--- config.mk ---
export PLATFORM = sky130hd
export DESIGN_NAME = bb_share_arb
export DESIGN_NICKNAME = d
export VERILOG_FILES = /design/src/rtl/bb_share_arb.sv
export SDC_FILE = /design/constraint.sdc
export NUM_CORES = 1
export LEC_CHECK = 0
export BUFFER_PORTS_ARGS = -buffer_cell sky130_fd_sc_hd__buf_2
export CORE_MARGIN = 4
export CORE_UTILIZATION = 50
export CTS_CLUSTER_SIZE = 16
export DETAILED_ROUTE_END_ITERATION = 10
export PLACE_DENSITY_LB_ADDON = 0.3
export SKIP_LAST_GASP = 1
export SYNTH_ARGS = -nofsm -noshare
export SYNTH_HDL_FRONTEND = slang
export SYNTH_SLANG_ARGS = --single-unit
--- constraint.sdc ---
create_clock -name clk -period 5.73 [get_ports clk]
set_input_delay 1.146 -clock clk [delete_from_list [all_inputs] [get_ports clk]]
set_output_delay 1.146 -clock clk [all_outputs]
set_load 0.02 [all_outputs]
--- src/rtl/bb_share_arb.sv ---
// bb_share_arb: shares one registered bit-op unit among NREQ requesters; define BB_SHARE_ARB_FIXED_PRIO_EN for lowest-index-wins priority instead of round-robin
module bb_share_arb #(
    parameter int NREQ = 4,
    parameter int LAT  = 1,
    parameter int IDW  = 2
) (
    input  logic            clk,
    input  logic            rst_n,
    input  logic [NREQ-1:0] req,
    input  logic [NREQ-1:0] op_a,
    input  logic [NREQ-1:0] op_b,
    output logic [NREQ-1:0] gnt,
    output logic            busy,
    output logic            unit_in1,
    output logic            unit_in2,
    input  logic            unit_out,
    output logic            rsp_valid,
    output logic [IDW-1:0]  rsp_id,
    output logic            rsp_data
);
    typedef enum logic [1:0] {IDLE, WAIT, RESP} state_t;
    localparam logic [2:0] LAT_C = 3'(LAT);
    state_t         state, state_nx;
    logic [IDW-1:0] ptr, id, sel;
    logic [2:0]     cnt;
    logic           found;
    int             k;

    // first requester at or above the pointer, wrapping past NREQ-1
    always_comb begin
        found = 1'b0;
        sel   = '0;
        k     = 0;
        for (int i = 0; i < NREQ; i++) begin
            k = int'(ptr) + i;
            if (k >= NREQ) k = k - NREQ;
            if (!found && |(req & (NREQ'(1) << k))) begin
                found = 1'b1;
                sel   = k[IDW-1:0];
            end
        end
    end

    // next state and state-decoded outputs; the unit result is already valid in RESP
    always_comb begin
        state_nx  = state;
        if (state == IDLE && found) state_nx = WAIT;
        if (state == WAIT && cnt == 3'd1) state_nx = RESP;
        if (state == RESP) state_nx = IDLE;
        busy      = state != IDLE;
        gnt       = (state == WAIT && cnt == LAT_C) ? NREQ'(1) << id : '0;
        rsp_valid = state == RESP;
        rsp_id    = rsp_valid ? id : '0;
        rsp_data  = rsp_valid & unit_out;
    end

    // state register
    always_ff @(posedge clk or negedge rst_n) begin
        if (!rst_n) state <= IDLE;
        else        state <= state_nx;
    end

    // capture winner and operands, count the unit latency, advance the pointer
    always_ff @(posedge clk or negedge rst_n) begin
        if (!rst_n) begin
            id       <= '0;
            cnt      <= '0;
            ptr      <= '0;
            unit_in1 <= 1'b0;
            unit_in2 <= 1'b0;
        end else begin
            if (state == IDLE && found) begin
                id       <= sel;
                cnt      <= LAT_C;
                unit_in1 <= |(op_a & (NREQ'(1) << sel));
                unit_in2 <= |(op_b & (NREQ'(1) << sel));
            end
            if (state == WAIT) cnt <= cnt - 3'd1;
`ifdef BB_SHARE_ARB_FIXED_PRIO_EN
            ptr <= '0;
`else
            if (state == RESP) ptr <= (int'(id) == NREQ - 1) ? '0 : id + IDW'(1);
`endif
        end
    end
endmodule

==> flow_summary_export.csv <==
group,metric,value,unit
synthesis,asyncSetResetFlopFracSynth,1.000,
placed_design,io_buffers,25,
drt,drtIter0Drc,36,
clock_tree,clockBufferDepth,2,
final_layout,fin_area,1271,um^2
power_and_ir_drop,p_per_area,551.4,nW/um^2
sta,slew_violations,0,
worst_setup_path,crit_fanout,7,
final_layout,drive_above_1_share,0.2438,
global_route,grt_pass1_wl,4271,um
synthesis,synthesis.area,1102,um^2
clock_tree,cts_buffers,3,
synthesis,synth_edf_count,0,
synthesis,ys_ff_latch,11,
worst_setup_path,crit_arrival,1.73,ns
worst_setup_path,crit_type,"flop to output port",
final_layout,layout-area-overhead-vs-synth,15.32,%
die,initial_core_util,0.5452,
synthesis,synthTopCellsByArea,"dfrtp_1 (25%), ha_1 (11%), nand2_1 (4.8%), and2_1 (4.5%), nor2_1 (4.4%)",
sta,max_slew_margin,0.6105,
drt,avgViaCountPerCell,5.759,
final_layout,regArea,275.3,um^2
sta,setup_tns,0,ns
final_layout,multiInputGateArea,777.0,um^2
placed_design,hpwl,1970,um
synthesis,synth_fp_nets,160,
clock_tree,path_clk_slew,0.06,ns
die,die_h,54.96,um
power_and_ir_drop,power.leakage,0.6015,nW
worst_setup_path,worstPathCellList,"nand2b_1, nor3b_1, and2_1, buf_2",
die,dieArea,3020,um^2
synthesis,synth.avg_cell_area,8.165,um^2
power_and_ir_drop,ir_worst_vdd,0.2583,mV
run_status,status,"completed",
worst_setup_path,cpMaxStageDelayCell,"nor3b_1",
clock_tree,htreeDepth,1,
die,row_count,16,
clock_tree,clk_latency,0.26,ns
worst_setup_path,slowest_delay,0.45,ns
synthesis,synth_largest_area_cell,"dfrtp_1",
global_route,grt_util_all_layers,0.1945,
drt,vias,1077,
global_route,grt_pass1_vias,998,
synthesis,syn_inst,135,
clock_tree,cts_setup_buffers,0,
placed_design,gp_congestion,0.8795,
worst_setup_path,required,4.58,ns
worst_setup_path,cp-start-kind,"flop",
drt,wire_per_inst,13.46,um
synthesis,netlist_top_cells_count,"nand2_1 (14), nor2_1 (13), dfrtp_1 (11), ha_1 (10), inv_1 (9)",
global_route,grt_max_degree,18,
synthesis,yosysTopAreaCellShare,0.2497,
drt,first_pass_iters,4,
synthesis,synth_cell_types,38,
worst_setup_path,critPathCaptureType,"output port",
die,io_pins,26,
sta,timing.final.crit_share,0.5011,
clock_tree,cts_root_buf,"clkbuf_4",
die,fp.dieW,54.96,um
clock_tree,clock_sinks,11,
global_route,grt_overflow,0,
sta,period_needed,2.871,ns
clock_tree,cts_hold_buf,0,
sta,clock.fmax,348.3,MHz
clock_tree,cts_tree,"yes",
placed_design,dpl_cell_area,1245,um^2
sta,finalSetupViolations,0,
final_layout,diodes,0,
synthesis,synth.most_common_cell,"nand2_1",
synthesis,ys_seq_area_frac,0.2497,
sta,hold_viol_final,0,
synthesis,yosysWarnings,0,
drt,antenna_left,0,
sta,rsz0062_at_grt,"false",
sta,worst_slew_pin_slew,0.5842,ns
hold_path,hp-class,"flop to flop",
synthesis,ys.flop_type,"dfrtp_1",
flow_run,maxCapViolCount,0,
global_route,antenna_found_initial,0,
drt,drc,0,
drt,drt-total-wl,2517,um
final_layout,nets,186,
final_layout,num-fill-cells,181,
sta,clock_skew,0.001112,ns
clock_tree,ctsResizeCount,0,
die,coreArea,2022,um^2
## metrics by stage
stage | cells | total power [mW] | setup WS (ns) | hold WS, ns | util
final | 187 | 0.7009 | 2.859 | 0.4900 | 0.6287
after global routing | 187 | 0.7764 | 2.679 | 0.5262 | 0.6287
after CTS | 187 | 0.7029 | 2.845 | 0.4914 | 0.6287
after detailed placement | 183 | 0.6452 | 2.936 | 0.4767 | 0.6157
after global placement | 183 | 0.6344 | 2.944 | 0.4726 | 0.6157
after floorplan | 135 | 0.5420 | 3.228 | 0.4553 | -
## cells in the final DEF, fill, tap and decap left out, types with 2 or more instances in the layout
cell type | synthesis | final
mux2i_1 | 3 | 3
a211oi_1 | 2 | 2
inv_1 | 9 | 9
nand2b_1 | 3 | 3
nor3_1 | 4 | 4
mux2_2 | 4 | 4
or3_1 | 2 | 2
o21ai_1 | 6 | 6
a21oi_1 | 5 | 5
o211ai_1 | 2 | 2
and4_1 | 2 | 2
a31oi_1 | 2 | 2
nor2_1 | 13 | 13
o2111ai_1 | 2 | 2
buf_2 | 1 | 25
ha_1 | 10 | 10
o21ai_0 | 3 | 3
a22oi_1 | 6 | 6
nand4_1 | 2 | 2
nand2_1 | 14 | 14
or4_1 | 2 | 2
clkbuf_4 | 0 | 3
dfrtp_1 | 11 | 11
and2_1 | 8 | 8
or2_2 | 2 | 2
nand3_1 | 3 | 3
## sequential cells by signal, indices dropped and copies added, names as in the netlist
name,flops
id,2
cnt,3
ptr,2
state,2
unit_in1,1
unit_in2,1
## kinds of logic after synthesis
| logic type | after synthesis | share of synthesized area |
|---|---|---|
| simple gates | 60 | 0.2917 |
| compound gates | 34 | 0.2316 |
| buf+inv | 13 | 0.04540 |
| flops | 11 | 0.2497 |
| fa+ha+maj | 10 | 0.1135 |
| mux | 7 | 0.06810 |
## critical path, delay by kind of cell, from the launching register on
kind	cells	cell delay [ns]
buffers and inverters	1	0.17
AND/OR/NAND/NOR	3	0.86
flip-flops	1	0.44
## final timing paths
kind,from,endpoint,slack (ns),cells past startpoint
max,state[1]$_DFFE_PN0P_,gnt[2],2.86,4
min,cnt[1]$_DFFE_PN0P_,cnt[1]$_DFFE_PN0P_,0.49,2
max reg2reg,ptr[0]$_DFFE_PN0P_,unit_in1$_DFFE_PN0P_,2.91,8
min reg2reg,cnt[1]$_DFFE_PN0P_,cnt[1]$_DFFE_PN0P_,0.49,2
max in group asynchronous,rst_n,state[1]$_DFFE_PN0P_,4.80,1
min in group asynchronous,rst_n,cnt[1]$_DFFE_PN0P_,0.74,1
## where the power goes
group	switching [mW]	internal, mW
clock network	0.0248	0.0269
registers	0.0548	0.117
logic	0.292	0.186
total	0.371	0.330
## metal layers
metal	track usage	share of wire
met3	0.05094	0.056
met4	0.04453	0.011
met1	0.2471	0.44
met2	0.3287	0.49
met5	0	0
## area by class of cell
class,count,area share
clock buffers,4,0.02067
inverters,9,0.02657
multi-input cells,111,0.6112
flip-flops and latches,11,0.2165
well taps,27,0.02657
repair buffers,25,0.09843
(Power assumes the default switching activity.)
